[src/rtl/shift_reg_pkg.sv]
// Shared types for the universal shift register: mode/direction encodings and counter sizing.
// Types only; no latency or flow control here.
package shift_reg_pkg;

    typedef enum logic [1:0] {
        MODE_HOLD = 2'b00,
        MODE_SHR  = 2'b01,
        MODE_SHL  = 2'b10,
        MODE_LOAD = 2'b11
    } mode_t;

    typedef enum logic {
        DIR_SHR = 1'b0,
        DIR_SHL = 1'b1
    } dir_t;

    function automatic int cnt_width(input int w);
        return $clog2(w + 1);
    endfunction

endpackage

[src/rtl/shift_frame_counter.sv]
// Tracks the shift direction and counts same-direction shifts into WIDTH-bit frames.
// One-cycle latency to bit_cnt/dir/frame_done; no backpressure, accepts a shift every cycle.
module shift_frame_counter
    import shift_reg_pkg::*;
#(
    parameter int  WIDTH = 8,
    localparam int CW    = cnt_width(WIDTH)
) (
    input  logic          clk,
    input  logic          rst_n,
    input  logic          shift,
    input  dir_t          dir_in,
    input  logic          clear,
    output logic [CW-1:0] bit_cnt,
    output logic          frame_done,
    output dir_t          dir
);

    logic [CW:0] cnt_next;
    logic        wrap;

    // A reversing shift starts a new frame at 1, so a frame never mixes directions.
    always_comb begin
        cnt_next = (dir_in == dir) ? ({1'b0, bit_cnt} + (CW+1)'(1)) : (CW+1)'(1);
        wrap     = (cnt_next == (CW+1)'(WIDTH));
    end

    always_ff @(posedge clk or negedge rst_n) begin
        if (!rst_n) begin
            bit_cnt    <= '0;
            frame_done <= 1'b0;
            dir        <= DIR_SHR;
        end else begin
            frame_done <= 1'b0;
            if (clear) begin
                bit_cnt <= '0;
            end else if (shift) begin
                dir <= dir_in;
                if (wrap) begin
                    bit_cnt    <= '0;
                    frame_done <= 1'b1;
                end else begin
                    bit_cnt <= cnt_next[CW-1:0];
                end
            end
        end
    end

endmodule

[src/rtl/univ_shift_register.sv]
// Universal shift register (hold / shift right / shift left / parallel load) with frame counter.
// One-cycle latency from clock edge to q; no backpressure, en=0 simply holds state.
module univ_shift_register
    import shift_reg_pkg::*;
#(
    parameter int               WIDTH   = 8,
    parameter logic [WIDTH-1:0] RST_VAL = '0,
    localparam int              CW      = cnt_width(WIDTH)
) (
    input  logic             clk,
    input  logic             rst_n,
    input  logic             en,
    input  logic [1:0]       mode,
    input  logic             sin,
    input  logic [WIDTH-1:0] pin,
    output logic [WIDTH-1:0] q,
    output logic             sout,
    output logic [CW-1:0]    bit_cnt,
    output logic             frame_done
);

    mode_t            eff_mode;
    logic             shift;
    logic             clear;
    dir_t             dir_in;
    dir_t             dir;
    logic [WIDTH-1:0] shr_val;
    logic [WIDTH-1:0] shl_val;
    logic [WIDTH-1:0] q_next;

    always_comb begin
        eff_mode = en ? mode_t'(mode) : MODE_HOLD;
        shift    = (eff_mode == MODE_SHR) || (eff_mode == MODE_SHL);
        clear    = (eff_mode == MODE_LOAD);
        dir_in   = (eff_mode == MODE_SHL) ? DIR_SHL : DIR_SHR;
    end

    // A 1-bit register has nothing to keep, so both shift directions reduce to q <= sin.
    generate
        if (WIDTH == 1) begin : g_w1
            assign shr_val = sin;
            assign shl_val = sin;
        end else begin : g_wn
            assign shr_val = {sin, q[WIDTH-1:1]};
            assign shl_val = {q[WIDTH-2:0], sin};
        end
    endgenerate

    always_comb begin
        q_next = q;
        case (eff_mode)
            MODE_SHR:  q_next = shr_val;
            MODE_SHL:  q_next = shl_val;
            MODE_LOAD: q_next = pin;
            default:   q_next = q;
        endcase
    end

    always_ff @(posedge clk or negedge rst_n) begin
        if (!rst_n) begin
            q <= RST_VAL;
        end else begin
            q <= q_next;
        end
    end

    assign sout = (dir == DIR_SHL) ? q[WIDTH-1] : q[0];

    shift_frame_counter #(
        .WIDTH (WIDTH)
    ) u_frame_counter (
        .clk        (clk),
        .rst_n      (rst_n),
        .shift      (shift),
        .dir_in     (dir_in),
        .clear      (clear),
        .bit_cnt    (bit_cnt),
        .frame_done (frame_done),
        .dir        (dir)
    );

endmodule
[config.mk]
export PLATFORM = sky130hd
export DESIGN_NAME = univ_shift_register
export DESIGN_NICKNAME = d
export VERILOG_FILES = /design/src/rtl/shift_reg_pkg.sv /design/src/rtl/shift_frame_counter.sv /design/src/rtl/univ_shift_register.sv
export SDC_FILE = /design/constraint.sdc
export NUM_CORES = 1
export LEC_CHECK = 0
export ABC_AREA = 1
export ABC_CLOCK_PERIOD_IN_PS = 1200
export CORE_MARGIN = 5
export CORE_UTILIZATION = 44
export DETAILED_ROUTE_END_ITERATION = 10
export GPL_ROUTABILITY_DRIVEN = 0
export GPL_TIMING_DRIVEN = 0
export PLACE_DENSITY = 0.77
export SLEW_MARGIN = 20
export SYNTH_ARGS = -nofsm -noshare
export SYNTH_HDL_FRONTEND = slang
export SYNTH_SLANG_ARGS = --single-unit
[constraint.sdc]
create_clock -name clk -period 1.2 [get_ports clk]
set_input_delay 0.24 -clock clk [delete_from_list [all_inputs] [get_ports clk]]
set_output_delay 0.24 -clock clk [all_outputs]
set_load 0.03 [all_outputs]
==> results_dict.tcl, run 1 <==
set metrics [dict create \
    grt_pass1_wl_mm 3.28 \
    max-vdd-ir-drop_v 0.000861 \
    gr-total-overflow 0 \
    dieWidth_microns 54.2 \
    synth_cell_types 21 \
    leakage_nw 0.591 \
    slew_violations 0 \
    min_path_type "input pin to async pin" \
    grt_pass1_vias 756 \
    switchingPower_mw 0.796 \
    core_area_sq_um 1900 \
    worstPathArrival_ns 1.03 \
    required_ns 0.96 \
    vias 855 \
    start_util 0.452 \
    worst_slew_pin_slew_ns 0.622 \
    rows 16 \
    p_per_area_nw_per_um2 1480 \
    p_sw_frac 0.422 \
    clk_latency_ns 0.29 \
    ys_top_cells_by_area "dfrtp_1 (41%), o21ai_0 (15%), nand2_1 (8.7%), inv_1 (7.9%), ha_1 (5.8%)" \
    seqPwrFrac 0.352 \
    crit_path_start_kind "flip-flop" \
    io_buffers 27 \
    grt_max_degree 19 \
    cp-end-kind "primary output" \
    wl_per_cell_microns 12.0 \
    fin_crit_sh 1.06 \
    yosysTopAreaCell "dfrtp_1" \
    slew_headroom 0.584 \
    slowest_stage "dfrtp_1" \
    period_needed_ns 1.27 \
    crit_chain "inv_2 > o21ai_2 > buf_6" \
    ys_seq_elements 14 \
    crit_path_max_incr_delay_ns 0.37 \
    dr.first_iter.drc_count 7 \
    track_usage 0.154 \
    dpl-instance-area_sq_um 1190 \
    violations "setup timing" \
    wl_mm 2.09 \
    critical_path_buf_inv_count 2 \
    cap_violations 0 \
    drcViolationCount 0 \
    clock-sinks 14 \
    syn_area_sq_um 860 \
    antenna_found_initial 0 \
    power_frac_clock 0.183 \
    vias_per_cell 4.91 \
    hpwl_mm 1.48 \
    pin_count 28 \
    finClkSkew_ns 0.00883 \
    cts_tree "yes" \
    fmax_ghz 0.788 \
    setup-violations-final 1 \
    antenna_cells 0 \
    cts_buffer_depth 2 \
    synthToLayoutAreaGrowth_pct 48.2 \
    avgSynthCellArea_sq_um 7.74 \
    numCtsBuffers 3 \
    critPathTopFamily "flip-flops" \
    rsz0062_at_grt "yes" \
    ys_seq_area_frac 0.408 \
    tns_ns -0.0696 \
    clk_pin_slew_ns 0.09 \
    synth_fp_nets 129 \
    n_fill_cell 163 \
    dr.pass1.iters 4 \
    p_int_mw 1.09 \
    power.total_mw 1.88 \
    pwr-share-comb 0.464 \
    layout.nets 166 \
    cp_max_fo 3 \
    yosysWarnings 0 \
    design_area_sq_um 1270 \
    drive_gt1_frac 0.374 \
    final.setup.worst_slack_ns -0.0696 \
    reg2reg_depth 7 \
    cts_max_level 1 \
    die_y_microns 54.2 \
    cts_root_buffer "clkbuf_4" \
    netlist_instances 111 \
    fp.dieArea_sq_um 2940 \
    status "finished, violations left" \
    ant_nets 0 \
    final_hold_viol_count 0 \
    cp.depth 3 \
    synth_top_area_share 0.408 \
    path_class "flip-flop to primary output" \
]
## per-layer routing
metal,track usage,part of all wire,vias to the layer above
met1,0.198,0.45,395
met2,0.239,0.49,21
met5,0,0,-
met3,0.0305,0.060,2
li1,-,-,437
met4,0.0871,0.0024,0
## Yosys cell counts
cell type	count
ha_1	4
nor2_4	1
o21bai_1	1
inv_2	2
nor3_2	1
o21ai_2	1
a22o_1	1
nand2_1	20
nand4_1	1
clkbuf_1	2
nand2_2	3
o21ai_1	1
nor2_2	1
buf_6	2
dfrtp_1	14
a21oi_1	8
nand3_2	1
inv_1	18
nand3_1	2
o21ai_0	26
o22ai_1	1
## power groups by stage
stage | Sequential, mW | Clock (mW) | Combinational, mW
after floorplan | 0.855 | 0 | 0.339
after global placement | 0.669 | 0 | 0.853
after detailed placement | 0.675 | 0 | 0.859
after CTS | 0.663 | 0.350 | 0.823
after global routing | 0.681 | 0.380 | 0.951
final | 0.664 | 0.346 | 0.875
## what timing repair did
item                                    CTS  global route
endpoints found under the setup margin   28            10
hold buffers                              0             0
gates cloned                              1             0
buffers inserted                          1             4
gates resized for setup                 101            11
pin swaps                                 7             2
## sequential cells by signal, indices dropped and copies added (netlist names)
name                        cells
u_frame_counter.frame_done      1
u_frame_counter.bit_cnt         4
u_frame_counter.dir             1
q                               8
## per-stage QoR
stage,hold WS (ns),utilization,instances,setup WS [ns]
6_report,0.332,0.670,174,-0.0696
5_1_grt,0.409,0.670,174,-0.0990
4_1_cts,0.364,0.653,170,-0.0710
3_5_place_dp,0.562,0.624,165,-0.754
3_3_place_gp,0.550,0.624,165,-0.746
2_1_floorplan,-0.0556,-,111,-0.00382
## logic make-up (layout without fill, tap and decap cells)
family / Yosys count / count (layout) / share of synthesized area
adders and majority gates: 4 / 4 / 0.0582
AOI/OAI and AO/OA: 39 / 39 / 0.240
buffers and inverters: 24 / 60 / 0.122
and+or+nand+nor: 30 / 30 / 0.172
DFF: 14 / 14 / 0.408
## placed cells by master (no fill, tap or decap), types with 2 or more instances in the layout
cell type,count
a21oi_1,8
ha_2,2
dfrtp_1,11
inv_2,4
nand3_1,2
clkdlybuf4s50_1,10
inv_1,14
o21ai_0,14
clkdlybuf4s15_2,2
buf_6,2
nor2_4,2
dfrtp_2,3
clkbuf_8,2
nand2_2,5
o21ai_2,2
buf_4,4
buf_2,13
clkbuf_4,4
ha_4,2
o21ai_1,12
nand2_1,16
## final timing paths
check,from,endpoint,slack [ns]
min in group clk,en,q[1]$_DFFE_PN0P_,0.49
max in group asynchronous,rst_n,u_frame_counter.bit_cnt[3]$_DFFE_PN0P_,0.42
setup reg to reg,u_frame_counter.bit_cnt[0]$_DFFE_PN0P_,u_frame_counter.bit_cnt[3]$_DFFE_PN0P_,0.06
hold reg to reg,u_frame_counter.bit_cnt[3]$_DFFE_PN0P_,u_frame_counter.bit_cnt[3]$_DFFE_PN0P_,0.57
setup / recovery,q[0]$_DFFE_PN0P_,sout,-0.07
hold / removal,rst_n,q[5]$_DFFE_PN0P_,0.33
## area by class of cell
type,instances,area [sq um],share of cell area
plain buffers,3,30.0,0.0236
clock buffers,4,36.3,0.0285
inverters,20,82.6,0.0648
multi-input cells,73,472,0.370
flip-flops and latches,14,354,0.278
well taps,27,33.8,0.0265
repair buffers,33,265,0.208
(Power assumes the default switching activity.)
==> run 2: changes to the inputs <==
SKIP_LAST_GASP = 1   (was unset)
==> run 2 against run 1 <==
Combinational power barely moved. Sequential cell count did not move. Highest routed layer unchanged. Total power fell by 0.30%. Sequential power barely moved. Clock-buffer cell count did not move. Critical endpoint unchanged. Final area did not move. Via count fell by 1.3%. Largest power group unchanged. Global-route usage did not move. The run still ends with setup timing left.
==> results_dict.tcl, run 2 (synthesized netlist as in run 1, its figures left out) <==
set metrics [dict create \
    status "finished, violations left" \
    period_needed_ns 1.26 \
    cts_buffer_depth 2 \
    gr-total-overflow 0 \
    largest-register "q" \
    numCtsBuffers 3 \
    power_frac_clock 0.182 \
    vias_per_cell 4.85 \
    rsz0062_at_grt "yes" \
    hpwl_mm 1.48 \
    dr.pass1.iters 4 \
    drcViolationCount 0 \
    drive_gt1_frac 0.367 \
    post-place-ws_ns -0.754 \
    clk_pin_slew_ns 0.09 \
    layout_common_cells "nand2_1 (16), inv_1 (15), o21ai_0 (14)" \
    fin_cells 174 \
    hold_buffers 0 \
    cp-end-kind "primary output" \
    p_sw_frac 0.421 \
    max-vdd-ir-drop_v 0.000858 \
    slew_headroom 0.581 \
    dr.first_iter.drc_count 12 \
    layout_commonest_cell "nand2_1" \
    reg2reg_depth 7 \
    dieWidth_microns 54.2 \
    rows 16 \
    p_int_mw 1.09 \
    cp_max_fo 3 \
    die_y_microns 54.2 \
    start_util 0.452 \
    violations "setup timing" \
    grt_pass1_wl_mm 3.28 \
    layout.nets 166 \
    io_buffers 27 \
    clock-sinks 14 \
    seqPwrFrac 0.352 \
    antenna_found_initial 0 \
    slew_violations 0 \
    cts_max_level 1 \
    pin_count 28 \
    fmax_ghz 0.795 \
    setup-violations-final 1 \
    leakage_nw 0.592 \
    path_class "flip-flop to primary output" \
    final_hold_viol_count 0 \
    placed_cells 165 \
    vias 844 \
    finClkSkew_ns 0.0105 \
    core_area_sq_um 1900 \
    grt_max_degree 19 \
    cts_tree "yes" \
    worst_slew_pin_slew_ns 0.627 \
    synthToLayoutAreaGrowth_pct 48.2 \
    ant_nets 0 \
    n_fill_cell 163 \
    cts_root_buffer "clkbuf_4" \
    cap_violations 0 \
    tns_ns -0.0576 \
    track_usage 0.154 \
    design_area_sq_um 1270 \
    worstPathArrival_ns 1.02 \
    min_path_type "input pin to async pin" \
    dpl-instance-area_sq_um 1190 \
    clk_latency_ns 0.28 \
    wl_per_cell_microns 11.9 \
    final.setup.worst_slack_ns -0.0576 \
    wl_mm 2.08 \
    p_per_area_nw_per_um2 1480 \
    antenna_cells 0 \
    top_regs "q (8), u_frame_counter.bit_cnt (4)" \
    fin_crit_sh 1.05 \
    pwr-share-comb 0.466 \
    crit_path_start_kind "flip-flop" \
    fin_util 0.670 \
    grt_pass1_vias 756 \
    largest_register_ffs 8 \
    switchingPower_mw 0.791 \
    required_ns 0.96 \
    fp.dieArea_sq_um 2940 \
]
[run 2: changes by cell type in the layout (fill, tap and decap cells not counted)]
cell / before / now
inv_1: 14 / 15
inv_2: 4 / 3
[run 2: timing repair]
item | 4_1_cts | 5_1_grt
resized for setup | 100 | 11
buffers inserted | 1 | 4
pin swaps | 7 | 2
setup endpoints to repair | 28 | 10
hold endpoints to repair | 0 | 0
cloned | 1 | 0
[run 2: power by group through the flow]
| stage | Sequential (mW) | Combinational [mW] | Clock [mW] |
|---|---|---|---|
| 2_1_floorplan | 0.855 | 0.339 | 0 |
| 3_3_place_gp | 0.669 | 0.853 | 0 |
| 3_5_place_dp | 0.675 | 0.859 | 0 |
| 4_1_cts | 0.662 | 0.823 | 0.350 |
| 5_1_grt | 0.680 | 0.949 | 0.380 |
| 6_report | 0.662 | 0.875 | 0.342 |
[run 2: path summary, 6_finish.rpt]
kind                                                        startpoint  slack [ns]                                     end
max in group asynchronous                                        rst_n        0.41  u_frame_counter.bit_cnt[3]$_DFFE_PN0P_
worst min register to register  u_frame_counter.bit_cnt[3]$_DFFE_PN0P_        0.56  u_frame_counter.bit_cnt[3]$_DFFE_PN0P_
min in group clk                                                    en        0.49                        q[1]$_DFFE_PN0P_
worst max-delay path                   u_frame_counter.dir$_DFFE_PN0P_       -0.06                                    sout
worst max register to register  u_frame_counter.bit_cnt[0]$_DFFE_PN0P_        0.07  u_frame_counter.bit_cnt[3]$_DFFE_PN0P_
worst min-delay path                                             rst_n        0.34                        q[5]$_DFFE_PN0P_
[run 2: area by class of cell]
type	count	area, sq um	area share
Buffer	3	30.0	0.0236
Clock buffer	4	36.3	0.0285
Inverter	20	82.6	0.0648
Multi-Input combinational cell	73	472	0.370
Sequential cell	14	354	0.278
Tap cell	27	33.8	0.0265
Timing Repair Buffer	33	265	0.208
[run 2: worst max-delay path, stage by stage, from the launching register on]
cell     delay [ns]
dfrtp_1        0.42
o21ai_2        0.18
buf_6          0.15
[run 2: stage by stage]
step           power (mW)  hold slack [ns]
2_1_floorplan        1.19          -0.0556
3_3_place_gp         1.52            0.550
3_5_place_dp         1.53            0.562
4_1_cts              1.83            0.364
5_1_grt              2.01            0.409
6_report             1.88            0.337
[run 2: per-layer routing]
layer  vias up  GRT usage  part of all wire
met1       378      0.198              0.44
met2        26      0.239              0.48
met4         0     0.0871             0.013
li1        436          -                 -
met3         4     0.0305             0.069
met5         -          0                 0
